File: src/rtl/sys_clk_ctrl.sv
// sys_clk_ctrl: CPU tick generator with free-run, halt and single-step modes plus a debug channel selector.
// Ports:
//    clk            system clock, rising-edge active
//    SYS_reset      asynchronous active-high reset
//    SYS_mode       0 = free-run, 1 = single-step
//    SYS_halt       halt request level, overrides SYS_mode
//    SYS_step       step request level, rising edge used in single-step
//    SYS_output_sel channel shown on SYS_leds
//    SYS_ch_data    packed channels, channel k at [k*DW +: DW]
//    CPU_tick       one-cycle processor advance enable
//    CLK_led        toggles on every tick
//    SYS_leds       registered selected channel (zero when out of range)
//    SYS_state      00 RUN, 01 HALT, 10 STEP
//    tick_count     wrapping count of ticks issued
module sys_clk_ctrl #(
   parameter int unsigned DIVISOR = 4,
   parameter int unsigned NCH = 8,
   parameter int unsigned DW = 8,
   localparam int unsigned SEL_W = $clog2(NCH)
) (
   input  logic             clk,
   input  logic             SYS_reset,
   input  logic             SYS_mode,
   input  logic             SYS_halt,
   input  logic             SYS_step,
   input  logic [SEL_W-1:0] SYS_output_sel,
   input  logic [NCH*DW-1:0] SYS_ch_data,
   output logic             CPU_tick,
   output logic             CLK_led,
   output logic [DW-1:0]    SYS_leds,
   output logic [1:0]       SYS_state,
   output logic [15:0]      tick_count
);
   localparam int unsigned CW = DIVISOR > 1 ? $clog2(DIVISOR) : 1;
   localparam logic [CW-1:0] LAST = CW'(DIVISOR - 1);
   typedef enum logic [1:0] {RUN = 2'b00, HALT = 2'b01, STEP = 2'b10} state_e;
   state_e state_q, state_d;
   logic [CW-1:0] cnt_q, cnt_d;
   logic step_q, step_edge;
   logic tick_q, tick_d, led_q;
   logic [DW-1:0] leds_q, leds_d;
   logic [15:0] count_q;
   logic [DW-1:0] ch [2**SEL_W];
   // Pad the channel table to a power of two so unused selects read zero.
   for (genvar k = 0; k < 2**SEL_W; k++) begin : g_ch
      if (k < NCH) begin : g_on
         assign ch[k] = SYS_ch_data[k*DW +: DW];
      end else begin : g_off
         assign ch[k] = '0;
      end
   end
   // The tick is decided against the next state, so a halt or mode change in the
   // deciding cycle suppresses it, and counting restarts from 0 on RUN entry.
   always_comb begin
      state_d = SYS_halt ? HALT : SYS_mode ? STEP : RUN;
      step_edge = SYS_step & ~step_q;
      cnt_d = (state_d != RUN || cnt_q == LAST) ? '0 : cnt_q + 1'b1;
      tick_d = (state_d == RUN) ? (cnt_q == LAST) : (state_q == STEP && state_d == STEP && step_edge);
      leds_d = ch[SYS_output_sel];
   end
   always_ff @(posedge clk or posedge SYS_reset) begin
      if (SYS_reset) begin
         state_q <= RUN;
         cnt_q <= '0;
         step_q <= 1'b0;
         tick_q <= 1'b0;
         led_q <= 1'b0;
         leds_q <= '0;
         count_q <= '0;
      end else begin
         state_q <= state_d;
         cnt_q <= cnt_d;
         step_q <= SYS_step;
         tick_q <= tick_d;
         led_q <= led_q ^ tick_d;
         leds_q <= leds_d;
         count_q <= count_q + {15'd0, tick_d};
      end
   end
   assign CPU_tick = tick_q;
   assign CLK_led = led_q;
   assign SYS_leds = leds_q;
   assign SYS_state = state_q;
   assign tick_count = count_q;
endmodule
File: config.mk
export PLATFORM = sky130hd
export DESIGN_NAME = sys_clk_ctrl
export DESIGN_NICKNAME = d
export VERILOG_FILES = /design/src/rtl/sys_clk_ctrl.sv
export SDC_FILE = /design/constraint.sdc
export NUM_CORES = 1
export LEC_CHECK = 0
export ABC_AREA = 1
export ABC_CLOCK_PERIOD_IN_PS = 5000
export CORE_ASPECT_RATIO = 0.7
export CORE_MARGIN = 8
export CORE_UTILIZATION = 32
export CTS_CLUSTER_SIZE = 8
export DETAILED_ROUTE_END_ITERATION = 16
export GPL_TIMING_DRIVEN = 0
export PLACE_DENSITY = 0.7
export SLEW_MARGIN = 20
export SYNTH_ARGS = -nofsm -noshare
export SYNTH_HDL_FRONTEND = slang
export SYNTH_SLANG_ARGS = --single-unit
File: constraint.sdc
create_clock -name clk -period 5 [get_ports clk]
set_clock_uncertainty 0.2 [all_clocks]
set_input_delay 1 -clock clk [delete_from_list [all_inputs] [get_ports clk]]
set_output_delay 1 -clock clk [all_outputs]
set_load 0.1 [all_outputs]
==> results of run 1 <==
registers in the layout, summed over array words and instances (netlist names):
signal,flops
CLK_led,1
tick_count,16
SYS_leds,8
step_q,1
cnt_q,2
SYS_state,2
CPU_tick,1
through the flow:
stage | hold WS (ns) | instances
CTS | 0.245 | 515
global placement | 0.220 | 508
detailed placement | 0.237 | 508
finish | 0.240 | 515
floorplan | 0.208 | 334
global route | 0.277 | 515
area by class of cell:
cell class | count | area share
clock buffers | 6 | 0.0254
plain buffers | 11 | 0.0270
clock inverters | 1 | 0.00154
repair buffers | 96 | 0.296
flip-flops and latches | 31 | 0.239
well taps | 78 | 0.0301
inverters | 49 | 0.0574
multi-input cells | 243 | 0.324
placed cells by master, fill, tap and decap left out, types with 6 or more instances in the layout:
cell and n:
xor2_1 7, dfrtp_1 31, clkdlybuf4s50_1 96, nand3_1 6, clkbuf_8 6, inv_1 47, nand2_1 133, nor2_1 75
layer usage:
layer  vias up  GRT usage
met1       987      0.173
met2        54      0.227
met4         0     0.0427
met5         -          0
li1       1180          -
met3         6     0.0282
path summary, 6_finish.rpt:
kind | to | start | cells after the start
worst max-delay path | tick_count[11] | tick_count[11] | 1
worst min-delay path | cnt_q[0] | cnt_q[0] | 1
worst max register to register | tick_count[10] | cnt_q[0] | 11
worst min register to register | cnt_q[0] | cnt_q[0] | 1
max in group asynchronous | cnt_q[1] | SYS_reset | 2
min in group asynchronous | tick_count[11] | SYS_reset | 2
logic make-up after synthesis:
family | Yosys count | synth area share
compound gates | 3 | 0.00715
xor+xnor | 9 | 0.0375
fa+ha+maj | 4 | 0.0238
buf+inv | 60 | 0.130
flops | 31 | 0.369
simple gates | 227 | 0.432
power by group:
part | total (mW) | internal (mW) | switching (mW)
clock network | 0.193 | 0.108 | 0.0855
registers | 0.312 | 0.282 | 0.0303
logic | 0.439 | 0.132 | 0.307
total | 0.945 | 0.522 | 0.423
==> impl_metrics.py, run 1 <==
metrics = {
    "timing": {
        "worstMarginPinSlew_ns": 1.02,
        "period_needed_ns": 3.10,
        "hold_violations": 0,
        "timing.fmax_mhz": 323,
        "setup_violations": 0,
        "fin_tns_setup_ns": 0,
        "slew_headroom": 0.317,
        "slew_violations": 0,
        "finalCritPeriodShare": 0.619,
        "rsz0062_at_grt": "no",
        "setup_slack_ns": 1.90,
    },
    "grt": {
        "grt_pass1_wl_um": 10300,
        "first_global_vias": 2063,
        "grt_antenna_before_repair": 0,
        "overflow": 0,
        "grt_max_degree": 32,
        "grt_usage": 0.137,
    },
    "clock_tree": {
        "cts-buffers-inserted": 5,
        "cts.path.max_buffers": 2,
        "cts-htree-levels": 2,
        "post_cts_resized": 0,
        "cts.root.buffer_cell": "clkbuf_8",
        "path_clk_slew_ns": 0.06,
        "cts_sinks": 31,
        "cts_tree": "yes",
        "post_cts_buffers": 0,
        "insertion_delay_ns": 0.27,
        "cts_hold_buf": 0,
    },
    "pwr": {
        "power_density_nw_per_um2": 291,
        "total_leakage_power_nw": 1.70,
        "vdd_drop_max_mv": 0.175,
        "total_power_mw": 0.945,
    },
    "critical_path": {
        "cp_max_fo": 6,
        "cp_top_family": "buffers and inverters",
        "slowest_stage": "clkdlybuf4s50_1",
        "worstPathArrival_ns": 1.90,
        "crit_buf_inv": 1,
        "critPathLaunchType": "flip-flop",
        "critPathMaxStageDelay_ns": 1.18,
        "crit_required_ns": 3.80,
        "path_class": "flip-flop to primary output",
        "reg2reg_slack_ns": 2.81,
        "end_kind": "primary output",
        "cp_cell_sequence": "clkdlybuf4s50_1",
    },
    "finish": {
        "drive_above_1_share": 0.0641,
        "fin_nets": 513,
        "fin_util": 0.517,
        "seq_area_um2": 776,
        "multiInputGateArea_um2": 1050,
        "areaGrowthSynthToFinish_pct": 54.6,
        "antenna_cells": 0,
        "stdcell_area_um2": 3250,
        "fill_cells": 623,
    },
    "detailed_routing": {
        "wl_met2_um": 3140,
        "vias_per_cell": 4.32,
        "wl_per_cell_um": 12.8,
        "drt_wl_total_um": 6600,
        "met3_length_um": 361,
        "vias": 2227,
        "drt-pass1-iter-count": 5,
        "drtIter0Drc": 122,
        "top_layer": "met4",
        "drc": 0,
        "drtAntennaViolNets": 0,
        "wl_met1_um": 3010,
    },
    "synthesis": {
        "synth_area_um2": 2100,
        "ys_warn_count": 0,
        "synth_top_area_share": 0.369,
        "ys_async_sr_fraction": 1.00,
        "ys_top_cells_by_area": "dfrtp_1, nand2_1, nor2_1",
        "synth_edf_count": 0,
        "netlist_top_cells_count": "nand2_1, nor2_1, inv_1, dfrtp_1, xor2_1",
        "synth.most_common_cell": "nand2_1",
        "postSynthCellCount": 334,
        "synth_area_leader_cell": "dfrtp_1",
        "ys_ff_latch": 31,
        "avgSynthCellArea_um2": 6.29,
        "ys_seq_area_frac": 0.369,
        "ys_types": 20,
        "yosys_most_used_dff": "dfrtp_1",
        "syn-num-nets": 410,
    },
    "placed_design": {
        "place_congestion": 0.837,
        "place.port_buffers": 96,
        "dpl_worst_slack_ns": 1.75,
        "place_area_um2": 3160,
        "hpwlAfterDp_um": 5510,
    },
    "floorplanning": {
        "core_um2": 6280,
        "die-area_um2": 9450,
        "die_width_um": 113,
        "start_util": 0.335,
        "fp.dieH_um": 83.8,
        "io_pins": 100,
        "num_rows": 24,
    },
    "job": {
        "drv_cap": 0,
    },
    "hold_path": {
        "worstHoldPathType": "flip-flop to flip-flop",
    },
    "outcome": {
        "status": "completed",
    },
}
(Power assumes the default switching activity.)
==> run 2, diff against run 1 <==
- ABC_CLOCK_PERIOD_IN_PS: 5000 -> 2820
- PLACE_DENSITY: 0.7 -> 0.73
- clock period: 5 -> 2.82 ns (I/O delays scaled with it)
==> run 2 against run 1 <==
  * Critical path depth is the same
  * First-iteration DRC count shrank 3.3%
  * Wire length shrank 0.14%
  * Sequential cell count is the same
  * Count of clock-buffer cells in the layout is the same
  * Die area is the same
  * Final area grew 0.92%
  * Total power grew 89%
  * Clock power grew 130%
  * Via count shrank 0.76%
  * Utilization grew 0.48 points
==> impl_metrics.py, run 2 (synthesis gave the netlist of run 1 again) <==
metrics = {
    "outcome": {
        "status": "completed",
    },
    "timing": {
        "fin_tns_setup_ns": 0,
        "worstMarginPinSlew_ns": 1.01,
        "rsz0062_at_grt": "no",
        "timing.fmax_mhz": 373,
        "hold_violations": 0,
        "setup_slack_ns": 0.141,
        "whs_ns": 0.251,
        "finalCritPeriodShare": 0.950,
        "period_needed_ns": 2.68,
        "slew_violations": 0,
        "setup_violations": 0,
        "slew_headroom": 0.323,
    },
    "pwr": {
        "vdd_drop_max_mv": 0.317,
        "total_leakage_power_nw": 1.71,
        "p_comb_frac": 0.439,
        "switching_power_mw": 0.766,
        "p_sw_frac": 0.429,
        "p_seq_frac": 0.309,
        "power_density_nw_per_um2": 545,
        "intPower_mw": 1.02,
        "p_clk_frac": 0.252,
    },
    "clock_tree": {
        "cts.path.max_buffers": 2,
        "post_cts_buffers": 0,
        "cts.root.buffer_cell": "clkbuf_8",
        "cts_hold_buf": 0,
        "cts_tree": "yes",
        "cts-buffers-inserted": 5,
        "post_cts_resized": 0,
        "insertion_delay_ns": 0.28,
        "cts_sinks": 31,
        "cts-htree-levels": 2,
        "path_clk_slew_ns": 0.07,
    },
    "floorplanning": {
        "die_width_um": 113,
        "start_util": 0.335,
        "io_pins": 100,
        "fp.dieH_um": 83.8,
        "num_rows": 24,
        "die-area_um2": 9450,
        "core_um2": 6280,
    },
    "job": {
        "drv_cap": 0,
    },
    "critical_path": {
        "cp_max_fo": 6,
        "crit_buf_inv": 1,
        "crit_required_ns": 2.06,
        "cp_top_family": "buffers and inverters",
        "path_class": "flip-flop to primary output",
        "worstPathArrival_ns": 1.91,
        "critPathLaunchType": "flip-flop",
        "cp_cell_sequence": "clkdlybuf4s50_1",
        "end_kind": "primary output",
        "slowest_stage": "clkdlybuf4s50_1",
        "critPathMaxStageDelay_ns": 1.18,
    },
    "detailed_routing": {
        "vias_per_cell": 4.28,
        "drt_wl_total_um": 6590,
        "drc": 0,
        "drtAntennaViolNets": 0,
        "vias": 2210,
        "wl_per_cell_um": 12.8,
        "drt-pass1-iter-count": 4,
        "drtIter0Drc": 118,
    },
    "finish": {
        "layout_commonest_cell": "nand2_1",
        "seq_area_um2": 776,
        "fin_nets": 513,
        "drive_above_1_share": 0.0662,
        "antenna_cells": 0,
        "largest_register_ffs": 16,
        "final_cell_mix": "nand2_1, clkdlybuf4s50_1, nor2_1, inv_1, dfrtp_1",
        "areaGrowthSynthToFinish_pct": 56.0,
        "multiInputGateArea_um2": 1050,
        "fill_cells": 604,
    },
    "hold_path": {
        "worstHoldPathType": "flip-flop to flip-flop",
    },
    "grt": {
        "first_global_vias": 2058,
        "overflow": 0,
        "grt_pass1_wl_um": 10300,
        "grt_usage": 0.135,
        "grt_antenna_before_repair": 0,
        "grt_max_degree": 32,
    },
    "placed_design": {
        "hpwlAfterDp_um": 5500,
        "dpl_worst_slack_ns": 0.0434,
        "place.port_buffers": 96,
        "place_congestion": 0.848,
    },
}
==> run 2: cell types whose count changed in the layout (fill, tap and decap cells not counted), sizes merged <==
| cell | delta |
|---|---|
| bufinv | +1 |
==> run 2: power groups by stage <==
stage | Clock [mW] | Combinational (mW) | Sequential [mW]
2_1_floorplan | 0 | 0.147 | 0.939
3_3_place_gp | 0 | 0.778 | 0.559
3_5_place_dp | 0 | 0.789 | 0.561
4_1_cts | 0.460 | 0.791 | 0.552
5_1_grt | 0.489 | 0.824 | 0.560
6_report | 0.451 | 0.784 | 0.551
==> run 2: final timing paths <==
path | slack, ns | cells after the start | start | end
setup reg to reg | 0.65 | 11 | cnt_q[0] | tick_count[10]
max in group asynchronous | 1.51 | 2 | SYS_reset | tick_count[7]
setup / recovery | 0.14 | 1 | tick_count[11] | tick_count[11]
hold / removal | 0.25 | 1 | cnt_q[0] | cnt_q[0]
hold reg to reg | 0.25 | 1 | cnt_q[0] | cnt_q[0]
min in group asynchronous | 0.49 | 2 | SYS_reset | tick_count[9]
==> run 2: worst reg2reg max path, delay by kind of cell (launching register included) <==
| family | cells | cell delay, ns |
|---|---|---|
| adder cells (fa/ha/maj) | 3 | 0.53 |
| AND/OR/NAND/NOR | 4 | 0.52 |
| flip-flops | 1 | 0.36 |
| buffers and inverters | 2 | 0.16 |
| AO/OA/AOI/OAI | 1 | 0.16 |
| XOR/XNOR | 1 | 0.14 |
==> run 2: through the flow <==
step	instance area [µm²]	std cells	power, mW	utilization
2_1_floorplan	2100	334	1.09	-
3_3_place_gp	3160	508	1.34	0.503
3_5_place_dp	3160	508	1.35	0.503
4_1_cts	3280	516	1.80	0.522
5_1_grt	3280	516	1.87	0.522
6_report	3280	516	1.79	0.522
==> run 2: metal layers <==
layer / vias to the layer above / GRT usage / wire length (µm)
li1: 1176 / - / -
met1: 983 / 0.165 / 2950
met2: 47 / 0.233 / 3230
met3: 4 / 0.0332 / 387
met4: 0 / 0.0256 / 21
met5: - / 0 / 0
==> run 2: layout make-up <==
class | instances | share of cell area
buffer | 11 | 0.0267
clock buffer | 6 | 0.0252
clock inverter | 2 | 0.0107
inverter | 49 | 0.0569
multi-input combinational | 243 | 0.321
sequential | 31 | 0.237
tap | 78 | 0.0298
timing repair buffer | 96 | 0.293
==> run 3, diff against run 2 <==
- ABC_AREA: 1 -> not set
- PLACE_DENSITY: 0.73 -> 0.77
==> run 3 against run 2 <==
  * Synthesized cell count decreased by 65%
  * First-iteration DRC count down 76%
  * Hold slack worse by 0.010 ns
  * Die area decreased by 15%
  * Combinational power shrank 44%
  * Sequential share of layout area rose by 3.4 points
  * Clock power is 29% lower
  * Utilization rose by 3.1 points
  * Via count fell by 36%
  * Final cell count is 43% lower
==> impl_metrics.py, run 3 <==
metrics = {
    "floorplanning": {
        "start_util": 0.330,
        "die_width_um": 104,
        "core_um2": 5200,
        "fp.dieH_um": 77.3,
        "num_rows": 22,
        "die-area_um2": 8010,
        "io_pins": 100,
    },
    "synthesis": {
        "ys_seq_area_frac": 0.452,
        "ys_top_cells_by_area": "dfrtp_1, mux4_1, mux2_2",
        "ys_async_sr_fraction": 1.00,
        "postSynthCellCount": 117,
        "ys_types": 28,
        "avgSynthCellArea_um2": 14.7,
        "ys_ff_latch": 31,
        "synth.most_common_cell": "dfrtp_1",
        "yosys_most_used_dff": "dfrtp_1",
        "synth_top_area_share": 0.452,
        "ys_warn_count": 0,
        "synth_area_leader_cell": "dfrtp_1",
        "syn-num-nets": 193,
        "netlist_top_cells_count": "dfrtp_1, mux4_1, xor2_1, mux2_2, nand3_1",
        "synth_edf_count": 0,
        "synth_area_um2": 1720,
    },
    "grt": {
        "overflow": 0,
        "first_global_vias": 1659,
        "grt_antenna_before_repair": 0,
        "grt_pass1_wl_um": 7780,
        "grt_max_degree": 32,
        "grt_usage": 0.120,
    },
    "timing": {
        "setup_violations": 0,
        "hold_violations": 0,
        "period_needed_ns": 2.67,
        "slew_violations": 0,
        "timing.fmax_mhz": 374,
        "finalCritPeriodShare": 0.948,
        "slew_headroom": 0.337,
        "worstMarginPinSlew_ns": 0.991,
        "whs_ns": 0.240,
    },
    "placed_design": {
        "place.port_buffers": 96,
        "hpwlAfterDp_um": 4020,
        "place_congestion": 0.703,
    },
    "pwr": {
        "total_power_mw": 1.25,
        "power_density_nw_per_um2": 436,
        "total_leakage_power_nw": 1.21,
        "vdd_drop_max_mv": 0.179,
    },
    "detailed_routing": {
        "drtIter0Drc": 28,
        "vias": 1420,
        "wl_per_cell_um": 16.1,
        "drt_wl_total_um": 4730,
        "vias_per_cell": 4.85,
        "drc": 0,
        "drtAntennaViolNets": 0,
        "drt-pass1-iter-count": 4,
    },
    "critical_path": {
        "critPathMaxStageDelay_ns": 1.18,
        "cp_top_family": "buffers and inverters",
        "path_class": "flip-flop to primary output",
        "crit_required_ns": 2.06,
        "critPathLaunchType": "flip-flop",
        "end_kind": "primary output",
        "cp_cell_sequence": "clkdlybuf4s50_1",
        "cp_max_fo": 6,
        "worstPathArrival_ns": 1.91,
        "slowest_stage": "clkdlybuf4s50_1",
        "crit_buf_inv": 1,
    },
    "hold_path": {
        "worstHoldPathType": "flip-flop to flip-flop",
    },
    "clock_tree": {
        "cts-buffers-inserted": 5,
        "cts-htree-levels": 2,
        "cts_hold_buf": 0,
        "cts.path.max_buffers": 2,
        "path_clk_slew_ns": 0.06,
        "cts_sinks": 31,
        "cts.root.buffer_cell": "clkbuf_8",
        "insertion_delay_ns": 0.27,
        "post_cts_buffers": 0,
        "cts_tree": "yes",
    },
    "finish": {
        "final_cell_mix": "clkdlybuf4s50_1, dfrtp_1, mux4_1, xor2_1, mux2_2",
        "fin_nets": 296,
        "antenna_cells": 0,
        "areaGrowthSynthToFinish_pct": 67.4,
        "layout_commonest_cell": "clkdlybuf4s50_1",
        "fin_util": 0.553,
        "drive_above_1_share": 0.122,
        "largest_register_ffs": 16,
    },
    "job": {
        "drv_cap": 0,
    },
    "outcome": {
        "status": "completed",
    },
}
[run 3: changes by cell type in the layout (fill, tap and decap cells not counted), sizes merged, moves of 3 or more]
cell / before / now
clkbuf: 6 / 9
xor2: 7 / 10
nor4: 0 / 5
nor3: 0 / 4
mux4: 0 / 16
nor2: 79 / 3
mux2: 0 / 8
nand2: 136 / 5
buf: 11 / 4
inv: 49 / 3
[run 3: metrics by stage]
stage                     setup slack, ns  setup TNS (ns)  instance area, µm²  cells
after CTS                         -0.0185         -0.0291                2860    293
final                               0.148               0                2880    293
after floorplan                    0.0372               0                1720    117
after detailed placement           -0.291           -1.55                2770    285
after global routing             -0.00120        -0.00120                2880    293
after global placement             -0.269           -1.21                2770    285
[run 3: cells by family after synthesis]
logic type                 Yosys count  synth area share
xor gates and xnor gates            14            0.0714
buffers and inverters                8            0.0320
and+or+nand+nor                     32             0.106
muxes                               24             0.295
DFF                                 31             0.452
AOI/OAI and AO/OA                    4            0.0153
adders and majority gates            4            0.0291
[run 3: worst paths after layout]
| kind | endpoint | slack, ns | cells past startpoint | startpoint |
|---|---|---|---|---|
| worst max-delay path | tick_count[3] | 0.15 | 1 | tick_count[3] |
| worst min-delay path | cnt_q[0] | 0.24 | 1 | cnt_q[0] |
| worst max register to register | tick_count[12] | 0.32 | 8 | SYS_state[0] |
| worst min register to register | cnt_q[0] | 0.24 | 1 | cnt_q[0] |
| max in group asynchronous | SYS_state[0] | 1.48 | 2 | SYS_reset |
| min in group asynchronous | SYS_leds[5] | 0.49 | 2 | SYS_reset |
[run 3: layout make-up]
cell class | count | area [µm²]
well taps | 72 | 90.1
repair buffers | 96 | 961
plain buffers | 5 | 43.8
fillers | 433 | 2330
inverters | 3 | 11.3
clock buffers | 8 | 80.1
multi-input cells | 78 | 912
flip-flops and latches | 31 | 778
[run 3: per-layer routing]
layer / GRT usage / wire (µm) / vias to the layer above
met4: 0.0569 / 80 / 0
li1: - / - / 666
met3: 0.0843 / 701 / 8
met1: 0.113 / 1730 / 668
met2: 0.199 / 2220 / 78
met5: 0 / 0 / -
[run 3: timing repair]
item                       4_1_cts  5_1_grt
gates resized for setup          1        4
pin swaps                        0        1
setup endpoints to repair        3        7
cloned                           0        0
[run 3: power breakdown]
part,switching (mW),leakage [nW],internal (mW)
Combinational,0.262,0.782,0.180
Clock,0.146,0.0395,0.175
Sequential,0.0169,0.388,0.474
